### src/rtl/audio_serial_frame_gen_pkg.sv
// Shared definitions for the audio serial frame generator:
// format encodings and clock/frame geometry helpers.
package audio_serial_frame_gen_pkg;

  typedef enum logic [1:0] {
    FMT_I2S  = 2'd0,
    FMT_LJ   = 2'd1,
    FMT_TDM  = 2'd2,
    FMT_RSVD = 2'd3
  } fmt_e;

  function automatic logic [1:0] fmt_norm(
    input logic [1:0] m
  );
    return (m == FMT_RSVD) ? FMT_I2S : m;
  endfunction

  function automatic int bck_half(
    input int os,
    input int sw,
    input int ch
  );
    return os / (2 * sw * ch);
  endfunction

  function automatic int frame_bits(
    input int sw,
    input int ch
  );
    return sw * ch;
  endfunction

  function automatic int clog2_min1(input int n);
    return (n <= 2) ? 1 : $clog2(n);
  endfunction

endpackage

### src/rtl/audio_frame_shifter.sv
// Frame shifter: formats slots (MSB first, zero padded) and
// shifts one wire bit per BCK; I2S runs one bit late.
module audio_frame_shifter
  import audio_serial_frame_gen_pkg::*;
#(
  parameter int DATA_WIDTH = 24,
  parameter int SLOT_WIDTH = 32,
  parameter int CHANNELS   = 2
) (
  input  logic                           AUDIO_CLK,
  input  logic                           reset_reg_N,
  input  logic                           load_i,
  input  logic                           keep_i,
  input  logic                           adv_i,
  input  logic [CHANNELS*DATA_WIDTH-1:0] frame_i,
  input  logic [1:0]                     mode_i,
  output logic                           sdata_o
);

  localparam int FB = SLOT_WIDTH * CHANNELS;

  logic [FB-1:0] fmt;
  logic [FB-1:0] sr_q, sr_d;
  logic          prev_q, prev_d;

  always_comb begin
    fmt = '0;
    for (int n = 0; n < CHANNELS; n++) begin
      fmt[(CHANNELS-1-n)*SLOT_WIDTH +: SLOT_WIDTH] =
        SLOT_WIDTH'(frame_i[n*DATA_WIDTH +: DATA_WIDTH])
          << (SLOT_WIDTH - DATA_WIDTH);
    end
  end

  // On a back-to-back I2S load the old frame's last bit spills into bit 0
  always_comb begin
    sr_d   = sr_q;
    prev_d = prev_q;
    if (load_i) begin
      sr_d   = fmt;
      prev_d = keep_i && (mode_i == FMT_I2S) && sr_q[FB-1];
    end else if (adv_i) begin
      sr_d   = {sr_q[FB-2:0], 1'b0};
      prev_d = sr_q[FB-1];
    end
  end

  always_ff @(posedge AUDIO_CLK or negedge reset_reg_N) begin
    if (!reset_reg_N) begin
      sr_q   <= '0;
      prev_q <= 1'b0;
    end else begin
      sr_q   <= sr_d;
      prev_q <= prev_d;
    end
  end

  assign sdata_o = (mode_i == FMT_I2S) ? prev_q : sr_q[FB-1];

endmodule

### src/rtl/audio_serial_frame_gen.sv
// Audio serial-port generator: BCK/LRCK division, frame FSM,
// one-entry sample hold register and slot decode.
module audio_serial_frame_gen
  import audio_serial_frame_gen_pkg::*;
#(
  parameter int OVERSAMPLING = 384,
  parameter int DATA_WIDTH   = 24,
  parameter int SLOT_WIDTH   = 32,
  parameter int CHANNELS     = 2
) (
  input  logic                           AUDIO_CLK,
  input  logic                           reset_reg_N,
  input  logic                           en,
  input  logic [1:0]                     mode,
  input  logic [CHANNELS*DATA_WIDTH-1:0] frame_data,
  input  logic                           frame_valid,
  output logic                           frame_ready,
  output logic                           oAUD_BCK,
  output logic                           LRCK,
  output logic                           sdata,
  output logic                           frame_tick,
  output logic [$clog2(CHANNELS)-1:0]    slot_idx,
  output logic                           underrun,
  output logic                           busy
);

  localparam int BCK_HALF =
    bck_half(OVERSAMPLING, SLOT_WIDTH, CHANNELS);
  localparam int FBITS  = frame_bits(SLOT_WIDTH, CHANNELS);
  localparam int PH_W   = clog2_min1(2 * BCK_HALF);
  localparam int BIT_W  = $clog2(FBITS);
  localparam int SLOT_W = $clog2(CHANNELS);
  localparam int FW     = CHANNELS * DATA_WIDTH;

  localparam logic [PH_W-1:0]  PH_LAST  = PH_W'(2 * BCK_HALF - 1);
  localparam logic [PH_W-1:0]  PH_HALF  = PH_W'(BCK_HALF);
  localparam logic [BIT_W-1:0] BIT_LAST = BIT_W'(FBITS - 1);
  localparam logic [BIT_W-1:0] BIT_MID  = BIT_W'(FBITS / 2);
  localparam logic [BIT_W-1:0] SW_B     = BIT_W'(SLOT_WIDTH);

  localparam logic ST_IDLE = 1'b0;
  localparam logic ST_RUN  = 1'b1;

  if ((OVERSAMPLING % (2 * SLOT_WIDTH * CHANNELS)) != 0 ||
      BCK_HALF < 1 || DATA_WIDTH > SLOT_WIDTH ||
      CHANNELS < 2 || (CHANNELS % 2) != 0) begin : g_cfg_err
    $error("audio_serial_frame_gen: illegal parameters");
  end

  logic              state_q, state_d;
  logic [PH_W-1:0]   phase_q, phase_d;
  logic [BIT_W-1:0]  bit_q, bit_d;
  logic [SLOT_W-1:0] slot_q, slot_d;
  logic              full_q, full_d;
  logic [FW-1:0]     hold_q, hold_d;
  logic [1:0]        mode_q, mode_d;
  logic              tick_q, und_q;
  logic              bck_q, bck_d;
  logic              lrck_q, lrck_d;

  logic          running, frame_end, start, stop, adv, take;
  logic [FW-1:0] load_vec;
  logic          sh_sdata;

  assign running   = (state_q == ST_RUN);
  assign frame_end = running && (phase_q == PH_LAST) &&
                     (bit_q == BIT_LAST);
  assign start     = en && (!running || frame_end);
  assign stop      = frame_end && !en;
  assign adv       = running && (phase_q == PH_LAST) && !frame_end;

  // A boundary drains the hold register first, else bypasses
  assign take     = frame_valid && !full_q && !start;
  assign load_vec = full_q ? hold_q :
                    (frame_valid ? frame_data : '0);
  assign full_d   = start ? 1'b0 : (take ? 1'b1 : full_q);
  assign hold_d   = take ? frame_data : hold_q;
  assign mode_d   = start ? fmt_norm(mode) : mode_q;

  always_comb begin
    state_d = state_q;
    phase_d = phase_q;
    bit_d   = bit_q;
    if (start) begin
      state_d = ST_RUN;
      phase_d = '0;
      bit_d   = '0;
    end else if (stop) begin
      state_d = ST_IDLE;
      phase_d = '0;
      bit_d   = '0;
    end else if (running) begin
      phase_d = (phase_q == PH_LAST) ? '0 : phase_q + 1'b1;
      if (adv) bit_d = bit_q + 1'b1;
    end
  end

  always_comb begin
    lrck_d = 1'b0;
    unique case (1'b1)
      mode_d == FMT_TDM: lrck_d = (bit_d == '0);
      mode_d == FMT_LJ:  lrck_d = (bit_d < BIT_MID);
      default:           lrck_d = (bit_d >= BIT_MID);
    endcase
    lrck_d = lrck_d && (state_d == ST_RUN);
  end

  assign bck_d  = (state_d == ST_RUN) && (phase_d >= PH_HALF);
  assign slot_d = SLOT_W'(bit_d / SW_B);

  always_ff @(posedge AUDIO_CLK or negedge reset_reg_N) begin
    if (!reset_reg_N) begin
      state_q <= ST_IDLE;
      phase_q <= '0;
      bit_q   <= '0;
      slot_q  <= '0;
      full_q  <= 1'b0;
      hold_q  <= '0;
      mode_q  <= FMT_I2S;
      tick_q  <= 1'b0;
      und_q   <= 1'b0;
      bck_q   <= 1'b0;
      lrck_q  <= 1'b0;
    end else begin
      state_q <= state_d;
      phase_q <= phase_d;
      bit_q   <= bit_d;
      slot_q  <= slot_d;
      full_q  <= full_d;
      hold_q  <= hold_d;
      mode_q  <= mode_d;
      tick_q  <= start;
      und_q   <= start && !full_q && !frame_valid;
      bck_q   <= bck_d;
      lrck_q  <= lrck_d;
    end
  end

  audio_frame_shifter #(
    .DATA_WIDTH (DATA_WIDTH),
    .SLOT_WIDTH (SLOT_WIDTH),
    .CHANNELS   (CHANNELS)
  ) u_shifter (
    .AUDIO_CLK   (AUDIO_CLK),
    .reset_reg_N (reset_reg_N),
    .load_i      (start),
    .keep_i      (running),
    .adv_i       (adv),
    .frame_i     (load_vec),
    .mode_i      (mode_q),
    .sdata_o     (sh_sdata)
  );

  assign frame_ready = !full_q;
  assign oAUD_BCK    = bck_q;
  assign LRCK        = lrck_q;
  assign sdata       = running && sh_sdata;
  assign frame_tick  = tick_q;
  assign slot_idx    = slot_q;
  assign underrun    = und_q;
  assign busy        = running;

endmodule

### config.mk
export PLATFORM = sky130hd
export DESIGN_NAME = audio_serial_frame_gen
export DESIGN_NICKNAME = d
export VERILOG_FILES = /design/src/rtl/audio_serial_frame_gen_pkg.sv /design/src/rtl/audio_frame_shifter.sv /design/src/rtl/audio_serial_frame_gen.sv
export SDC_FILE = /design/constraint.sdc
export NUM_CORES = 1
export LEC_CHECK = 0
export ABC_AREA = 1
export ABC_CLOCK_PERIOD_IN_PS = 2000
export CAP_MARGIN = 20
export CORE_MARGIN = 2
export CORE_UTILIZATION = 51
export DETAILED_ROUTE_END_ITERATION = 8
export PLACE_DENSITY = 0.76
export SLEW_MARGIN = 15
export SYNTH_ARGS = -nofsm -noshare
export SYNTH_HDL_FRONTEND = slang
export SYNTH_SLANG_ARGS = --single-unit
### constraint.sdc
create_clock -name AUDIO_CLK -period 2 [get_ports AUDIO_CLK]
set_clock_uncertainty 0.05 [all_clocks]
set_input_delay 0.3 -clock AUDIO_CLK [delete_from_list [all_inputs] [get_ports AUDIO_CLK]]
set_output_delay 0.3 -clock AUDIO_CLK [all_outputs]
set_load 0.01 [all_outputs]
==> results of run 1 <==
final cells by class:
type,instances,area [um^2]
multi-input cells,384,2090
clock buffers,20,457
repair buffers,92,992
well taps,140,175
inverters,130,503
flip-flops and latches,122,3050
fillers,821,3470
clock inverters,12,195
layer usage:
layer,GRT usage,wire (um),vias up
met3,0.0529,560,18
met2,0.380,6950,115
met5,0,0,-
met4,0.0866,215,0
li1,-,-,2318
met1,0.282,5840,2310
cell usage in the layout (no fill, tap or decap), types with 2 or more instances in the layout:
master / netlist / final
o21ai_4: 0 / 2
o21ai_0: 57 / 55
dfrtp_1: 122 / 122
nor3_1: 2 / 2
o21ai_1: 43 / 43
nand3_1: 7 / 5
nand2_4: 1 / 6
clkbuf_16: 0 / 20
a21oi_1: 6 / 6
nor2_4: 3 / 3
o211ai_1: 3 / 3
o221ai_1: 44 / 43
bufinv_16: 0 / 5
buf_4: 6 / 19
xor2_1: 2 / 2
clkinvlp_4: 0 / 4
ha_4: 0 / 2
inv_1: 128 / 127
clkbuf_8: 0 / 2
buf_6: 6 / 2
a22oi_1: 8 / 6
buf_12: 0 / 5
nand4_1: 3 / 3
nor2_1: 15 / 14
nand3_2: 1 / 2
a22oi_2: 0 / 2
nand2_1: 176 / 174
clkdlybuf4s50_1: 0 / 59
clkinv_2: 0 / 3
cell families after synthesis:
logic type               after synthesis  synth area share
adder cells (fa/ha/maj)                3           0.00652
flip-flops                           122             0.530
XOR/XNOR                               3           0.00457
buffers and inverters                169             0.126
AND/OR/NAND/NOR                      213             0.153
AO/OA/AOI/OAI                        165             0.179
state kept, by name, summed over array words and instances, names as in the netlist:
register and count:
bit_q 6, hold_q 48, underrun 1, oAUD_BCK 1, LRCK 1, u_shifter.prev_q 1
mode_q 2, u_shifter.sr_q 56, busy 1, full_q 1, frame_tick 1, phase_q 3
timing repair:
action / CTS / global route
cloned: 0 / 3
hold buffers: 1 / 0
hold endpoints to repair: 36 / 0
resized for setup: 3 / 21
setup buffers: 1 / 4
pin swaps: 2 / 3
setup endpoints to repair: 51 / 69
critical path, delay by kind of cell, from the launching register on:
family / cells / cell delay [ns]
simple gates: 8 / 0.68
fa+ha+maj: 2 / 0.44
buf+inv: 4 / 0.24
compound gates: 2 / 0.13
flops: 1 / 0.40
final timing paths:
path	to	slack [ns]	from	cells after the start
worst max-delay path	LRCK	-0.05	bit_q[0]	16
worst min-delay path	phase_q[0]	0.35	reset_reg_N	2
worst max register to register	LRCK	-0.05	bit_q[0]	16
worst min register to register	hold_q[26]	0.44	hold_q[26]	2
max in group asynchronous	u_shifter.sr_q[24]	0.91	reset_reg_N	3
min in group AUDIO_CLK	hold_q[3]	0.39	frame_data[3]	3
power by group through the flow:
stage               logic [mW]  registers, mW  clock network (mW)
floorplan                0.101           2.58                   0
global placement         0.281           2.59                   0
detailed placement       0.289           2.59                   0
CTS                      0.292           2.55                3.41
global route             0.333           2.55                3.54
finish                   0.288           2.55                3.37
==> out/metrics.yaml, run 1 <==
yosysUniqueCellTypes: 33
cts_buffers: 17
num_antenna_cells: 0
ys.warnings.count: 0
fp.dieW_um: 110
synth_common_cells: "nand2_1 (176), inv_1 (128), dfrtp_1 (122)"
grt_setup_unrepaired: "yes"
rows: 38
synth_top_area_frac: 0.530
root_buffer: "clkbuf_16"
dp_cells: 859
p_switching_mw: 1.27
syn2layout_area_growth_pct: 29.7
crit_path_max_fanout: 6
grt_remaining_overflow: 0
cts_tree: "yes"
synth_edf_count: 0
grt_first_pass_wirelength_um: 20900
ant_nets: 0
final_core_util: 0.683
yosys.area.top_type: "dfrtp_1"
avgSynthCellArea_um2: 8.53
cpPeakStageDelay_ns: 0.40
synth_flop_cell: "dfrtp_1"
critPathArrivalTime_ns: 2.31
viasPerCell: 5.29
leakagePower_nw: 3.64
port_buffers: 61
post-dp-hpwl_um: 8060
cts_buffer_depth: 2
firstDrtPassIters: 5
cp.required_ns: 2.25
drive_gt1_frac: 0.116
min_path_type: "primary input to asynchronous set/reset pin"
async_flop_share: 1.00
fin_crit_ns: 2.05
finalSetupViolations: 17
track_usage: 0.225
period_share: 1.03
power.density_nw_per_um2: 832
p_comb_frac: 0.046
syn-num-nets: 732
layout_setup_ws_ns: -0.0524
clock_sinks: 122
tightest_slew_ns: 0.533
intPower_mw: 4.94
drc: 0
slew_headroom: 0.645
tns_ns: -0.130
max_freq_mhz: 487
path_cells: "ha_4, nand3_2, nor2_4, nand2_4, nand2_4, nand2_4, clkinv_8, nand2_4, o21ai_4, inv_2, ha_4, inv_1, nand2_1, inv_1, nand2_1, a21oi_2"
core_area_um2: 10900
antenna_found_initial: 0
clock_latency_ns: 0.41
htree_levels: 4
avgRoutedWirePerCell_um: 15.1
clk_pin_slew_ns: 0.05
fin_area_um2: 7460
drtIter0Drc: 377
final_cells: 900
die-area_um2: 12200
syn_inst: 675
grt_max_degree: 69
seq_area_frac_synth: 0.530
switching_share: 0.205
outcome: "finished with violations"
pwr-share-seq: 0.410
maxCapViolCount: 0
num-nets-final: 804
crit_path_frequent_cell: "nand2_4"
vdd_ir_drop_max_mv: 0.470
pin_count: 62
crit_type: "flop to flop"
clkPwrFrac: 0.543
syn_area_um2: 5760
vias: 4761
dpl_cell_area_um2: 6580
critPathSlowestCell: "dfrtp_1"
yosysMostFrequentCell: "nand2_1"
finalPower_mw: 6.21
hold_viol: 0
die_h_um: 110
violations: "negative setup slack"
ys_ff_latch: 122
first_global_vias: 4543
pre_cts_ws_ns: -0.0437
start_util: 0.526
finalWirelength_um: 13600
ys_top_cells_by_area: "dfrtp_1 (53%), nand2_1 (11%), inv_1 (8.3%)"
gp_congestion: 0.819
cp-start-kind: "flop"
holdWs_ns: 0.354
endpoint_kind: "flop"
drv_slew: 0
(Power assumes the default switching activity.)
==> run 2: changes to the inputs <==
ABC_AREA = 0   (was 1)
CORE_UTILIZATION = 57   (was 51)
DONT_BUFFER_PORTS = 1   (was unset)
PLACE_DENSITY = 0.75   (was 0.76)
==> run 2 against run 1 <==
The flow finishes with violations (negative hold slack, negative setup slack); core utilization rose by 9.0 points; clock power decreased by 8.9%; critical path depth decreased by 7; sequential power increased by 7%; sequential share of layout area increased by 0.34 points; largest cell class unchanged.
==> out/metrics.yaml, run 2 <==
tns_ns: -0.837
vias: 4373
fin_crit_ns: 2.13
ys.warnings.count: 0
power.density_nw_per_um2: 848
pin_count: 62
syn_area_um2: 5550
drtIter0Drc: 232
violations: "negative hold slack, negative setup slack"
syn-num-nets: 563
drive_gt1_frac: 0.268
synth_flop_cell: "dfrtp_1"
crit_path_frequent_cell: "nand2_4"
critPathSlowestCell: "dfrtp_1"
crit_path_max_fanout: 7
final-seq-area_um2: 3060
avgRoutedWirePerCell_um: 19.4
firstDrtPassIters: 4
slew_headroom: 0.525
num-fill-cells: 572
syn_inst: 506
drc: 0
largest_reg_flops: 56
dp_cells: 626
min_path_type: "primary input to asynchronous set/reset pin"
rows: 36
drv_slew: 0
num-nets-final: 634
antenna_found_initial: 0
die_h_um: 103
period_share: 1.06
ant_nets: 0
ys_ff_latch: 122
crit_type: "flop to flop"
first_global_vias: 4281
outcome: "finished with violations"
final_cells: 723
layout_setup_ws_ns: -0.126
max_flop_register: "u_shifter.sr_q"
post-dp-hpwl_um: 7150
grt_first_pass_wirelength_um: 21100
synth_top_area_frac: 0.550
multiInputGateArea_um2: 2540
holdWs_ns: -0.576
leakagePower_nw: 3.21
final_common_cell: "dfrtp_1"
yosysMostFrequentCell: "dfrtp_1"
yosys.area.top_type: "dfrtp_1"
viasPerCell: 6.05
seq_area_frac_synth: 0.550
clock_sinks: 122
cp.required_ns: 2.35
grt_remaining_overflow: 0
avgSynthCellArea_um2: 11.0
core_area_um2: 9590
syn2layout_area_growth_pct: 33.4
cts_tree: "yes"
fp.dieW_um: 103
synth_common_cells: "dfrtp_1 (122), nand2_1 (121), a31oi_1 (48)"
clk_pin_slew_ns: 0.06
start_util: 0.579
track_usage: 0.263
finalPower_mw: 6.28
die-area_um2: 10500
critPathArrivalTime_ns: 2.48
max_freq_mhz: 470
yosysUniqueCellTypes: 45
synth_edf_count: 0
vdd_ir_drop_max_mv: 0.888
reg_top3: "u_shifter.sr_q x56, hold_q x48, bit_q x6"
maxCapViolCount: 0
clock_latency_ns: 0.52
num_antenna_cells: 0
port_buffers: 0
cts_buffer_depth: 2
async_flop_share: 1.00
tightest_slew_ns: 0.713
path_cells: "ha_4, nand2_4, o31ai_4, nand2_4, nand2_1, o21a_1, ha_1, and2_1, o311a_1"
grt_setup_unrepaired: "yes"
finalWirelength_um: 14100
cpPeakStageDelay_ns: 0.40
cp-start-kind: "flop"
finalSetupViolations: 27
root_buffer: "clkbuf_8"
grt_max_degree: 123
cts_buffers: 17
final_cell_mix: "dfrtp_1 (120), nand2_1 (119), dlygate4sd3_1 (53)"
htree_levels: 4
gp_congestion: 0.836
endpoint_kind: "flop"
ys_top_cells_by_area: "dfrtp_1 (55%), nand2_1 (8.2%), a221oi_1 (7.3%)"
hold_viol: 122
==> run 2: changes by cell type after synthesis, moves of 30 or more <==
cell | before | now
inv_1 | 128 | 1
nand2_1 | 176 | 121
a31oi_1 | 0 | 48
o21ai_0 | 57 | 10
a221oi_1 | 0 | 46
o221ai_1 | 44 | 0
o21ai_1 | 43 | 1
mux2_2 | 0 | 30
==> run 2: kinds of logic after synthesis <==
kind of cell    count (synthesis)  synth area share
simple gates                  156             0.119
flops                         122             0.550
xor+xnor                        2           0.00316
buf+inv                        43            0.0347
fa+ha+maj                       3           0.00676
compound gates                129             0.169
mux                            51             0.117
==> run 2: path summary, 6_finish.rpt <==
path | startpoint | slack, ns | endpoint | depth (start not counted)
max in group asynchronous | reset_reg_N | 2.31 | full_q | 0
min in group AUDIO_CLK | en | 0.03 | LRCK | 2
max reg2reg | bit_q[1] | -0.13 | LRCK | 9
min reg2reg | hold_q[33] | 0.46 | hold_q[33] | 1
max | bit_q[1] | -0.13 | LRCK | 9
min | reset_reg_N | -0.58 | bit_q[1] | 0
==> run 2: per-stage QoR <==
step / utilization / cell area [um^2] / hold WS, ns / worst slack, ns
after floorplan: - / 5580 / -0.0456 / -0.272
after global placement: 0.612 / 5870 / -0.0424 / -0.0821
after detailed placement: 0.612 / 5870 / -0.0412 / -0.152
after CTS: 0.747 / 7170 / -0.596 / -0.127
after global routing: 0.772 / 7410 / -0.606 / -0.235
final: 0.772 / 7410 / -0.576 / -0.126
==> run 2: area by class of cell <==
class / count / area share
flip-flops and latches: 122 / 0.412
multi-input cells: 342 / 0.343
repair buffers: 92 / 0.140
clock buffers: 18 / 0.0578
clock inverters: 14 / 0.0233
well taps: 133 / 0.0225
inverters: 2 / 0.00118
==> run 2: timing repair <==
| action | in CTS | in global routing |
|---|---|---|
| gates resized for setup | 12 | 27 |
| pin swaps | 2 | 1 |
| endpoints found under the hold margin | 222 | 123 |
| endpoints found under the setup margin | 78 | 93 |
| gates cloned | 5 | 2 |
| setup buffers | 5 | 3 |
| hold buffers | 52 | 1 |
==> run 2: layer usage <==
layer,global-route usage,part of all wire
met1,0.335,0.42
met5,0,0
met3,0.0753,0.052
met4,0.0985,0.015
met2,0.429,0.52
==> run 2: worst max-delay path: cells and delay by family (launching register included) <==
family	cells	cell delay [ns]
AO/OA/AOI/OAI	3	0.74
adder cells (fa/ha/maj)	2	0.40
flip-flops	1	0.40
AND/OR/NAND/NOR	4	0.43
==> run 2: power breakdown <==
group / switching (mW) / internal [mW] / total [mW] / leakage, nW
clock network: 1.13 / 1.93 / 3.07 / 0.291
registers: 0.109 / 2.62 / 2.72 / 1.34
logic: 0.193 / 0.298 / 0.490 / 1.58
==> run 3: changes to the inputs <==
SYNTH_HIERARCHICAL = 1   (was unset)
==> run 3 against run 2 <==
The run still ends with negative hold slack, negative setup slack left; first-iteration DRC count is 23% higher; core utilization is 4.8 points lower; worst setup slack better by 0.019 ns; clock power is 1% higher; area after synthesis is 5.6% higher; total power is 27% higher; cell area is 0.91% lower; via count is 7.1% lower; fmax is 0.91% higher; cell count is 2.2% lower; routed wire length is 12% lower; largest cell class unchanged; highest routed layer unchanged.
==> out/metrics.yaml, run 3 <==
outcome: "finished with violations"
violations: "negative hold slack, negative setup slack"
synth_fa_ha_area_frac: 0.00640
grt_remaining_overflow: 0
num-fill-cells: 654
synth_common_cells: "dfrtp_1 (122), mux2i_1 (58), nand2_1 (55)"
vdd_ir_drop_max_mv: 0.706
yosys.area.top_type: "dfrtp_1"
avgRoutedWirePerCell_um: 17.4
crit_type: "flop to flop"
firstDrtPassIters: 4
avgSynthCellArea_um2: 12.0
start_util: 0.578
rows: 37
leakagePower_nw: 2.89
crit_path_max_fanout: 5
syn2layout_area_growth_pct: 25.2
cts_buffers: 17
largest_reg_flops: 56
vias: 4061
synth-simple-area-share: 0.0858
first_global_vias: 4076
hold_viol: 122
yosys-mux-area-fraction: 0.206
cts_tree: "yes"
final_common_cell: "dfrtp_1"
grt_setup_unrepaired: "yes"
cts_buffer_depth: 2
syn_inst: 490
die-area_um2: 11100
syn-num-nets: 547
p_comb_frac: 0.206
reg_top3: "u_shifter/sr_q x56, hold_q x48, bit_q x6"
num-nets-final: 615
synth_top_family_by_area: "multiplexers"
synth_top_area_frac: 0.521
max_flop_register: "u_shifter/sr_q"
finalPower_mw: 7.96
ys_ff_latch: 122
clock_sinks: 122
ant_nets: 0
grt_first_pass_wirelength_um: 19500
maxCapViolCount: 0
root_buffer: "clkbuf_8"
clk_pin_slew_ns: 0.06
cp-start-kind: "flop"
gp_congestion: 0.843
pwr-share-seq: 0.403
drc: 0
endpoint_kind: "flop"
yosysMostFrequentCell: "dfrtp_1"
ys_top_cells_by_area: "dfrtp_1 (52%), mux2i_1 (9.9%), a22o_1 (7.2%)"
clkPwrFrac: 0.391
yosysUniqueCellTypes: 42
ff2ff_setup_slack_ns: -0.11
synth_edf_count: 0
fp.dieW_um: 105
post-dp-hpwl_um: 6910
max_freq_mhz: 475
critPathArrivalTime_ns: 2.47
dp_cells: 610
intPower_mw: 5.89
seq_area_frac_synth: 0.521
layout_setup_ws_ns: -0.107
syn_area_um2: 5860
core_area_um2: 10100
fin_crit_ns: 2.11
htree_levels: 4
async_flop_share: 1.00
drive_gt1_frac: 0.212
final-seq-area_um2: 3050
die_h_um: 105
final_cell_mix: "dfrtp_1 (121), dlygate4sd3_1 (59), mux2i_1 (58)"
finalWirelength_um: 12300
port_buffers: 0
viasPerCell: 5.74
switching_share: 0.260
drv_slew: 0
synth_flop_cell: "dfrtp_1"
ys.warnings.count: 6
finalSetupViolations: 2
multiInputGateArea_um2: 2610
pin_count: 62
slew_headroom: 0.621
min_path_type: "primary input to asynchronous set/reset pin"
synth_compound_area_frac: 0.138
drtIter0Drc: 286
synth-xor-area-share: 0.00149
power.density_nw_per_um2: 1080
antenna_found_initial: 1
track_usage: 0.226
holdWs_ns: -0.586
cp.required_ns: 2.36
tightest_slew_ns: 0.569
period_share: 1.05
final_cells: 707
grt_max_degree: 123
p_switching_mw: 2.07
clock_latency_ns: 0.53
run 3: changes by cell type after synthesis, sizes merged, moves of 6 or more:
cell,change
o21ai,+48
mux2i,+57
nand2,-66
buf,+7
a22o,+48
clkbuf,-13
a221oi,-46
a21oi,-6
a31oi,-48
run 3: critical path, cell delays in order (launching register included):
cell	delay, ns
dfrtp_1	0.35
ha_2	0.18
and2_4	0.16
nand4_4	0.09
o21ai_4	0.22
nand2_4	0.11
nand2_2	0.10
o21a_1	0.18
ha_4	0.22
o311a_1	0.33
run 3: kinds of logic (layout without fill, tap and decap cells):
family	Yosys count	after routing
flops	122	122
compound gates	118	118
mux	107	107
simple gates	101	102
buf+inv	38	117
fa+ha+maj	3	3
xor+xnor	1	1
other cells	0	1
run 3: final timing paths:
kind                                      endpoint            from  depth (start not counted)
worst max-delay path                          LRCK        bit_q[0]                          9
worst min-delay path                      oAUD_BCK     reset_reg_N                          0
worst max register to register                LRCK        bit_q[0]                          9
worst min register to register          hold_q[37]      hold_q[37]                          1
max in group asynchronous                   full_q     reset_reg_N                          0
min in group AUDIO_CLK          u_shifter/sr_q[59]  frame_data[19]                          3
run 3: power by group through the flow:
stage	Sequential, mW	Combinational (mW)	Clock [mW]
floorplan	3.19	1.23	0
global placement	3.21	1.40	0
detailed placement	3.24	1.46	0
CTS	3.20	1.59	3.17
global route	3.26	1.78	3.28
finish	3.21	1.64	3.11
run 3: area by class of cell:
type,count,area share
flip-flops and latches,122,0.416
clock inverters,9,0.0189
multi-input cells,331,0.355
clock buffers,22,0.0644
repair buffers,83,0.120
inverters,3,0.00153
diodes,1,0.000341
well taps,136,0.0232
run 3: what timing repair did:
item,CTS,global route
setup buffers,0,3
pin swaps,1,5
hold buffers,58,2
hold endpoints to repair,225,124
endpoints found under the setup margin,1,49
gates resized for setup,0,6
gates cloned,0,3
run 3: per-stage QoR:
stage	hold WS, ns	instance area (um^2)	setup WS [ns]	utilization	TNS (ns)
final	-0.586	7340	-0.107	0.724	-0.149
after floorplan	-0.0456	5870	-0.0366	-	-0.0366
after global routing	-0.613	7340	-0.169	0.724	-1.62
after CTS	-0.611	7240	-0.0319	0.714	-0.0319
after global placement	-0.0429	6050	0.0424	0.596	0
after detailed placement	-0.0425	6050	-0.0422	0.596	-0.0422
run 3: per-layer routing:
metal / track usage / part of all wire / vias to the layer above
met1: 0.279 / 0.43 / 2021
li1: - / - / 1911
met2: 0.369 / 0.50 / 107
met4: 0.101 / 0.022 / 0
met3: 0.0631 / 0.045 / 22
met5: 0 / 0 / -
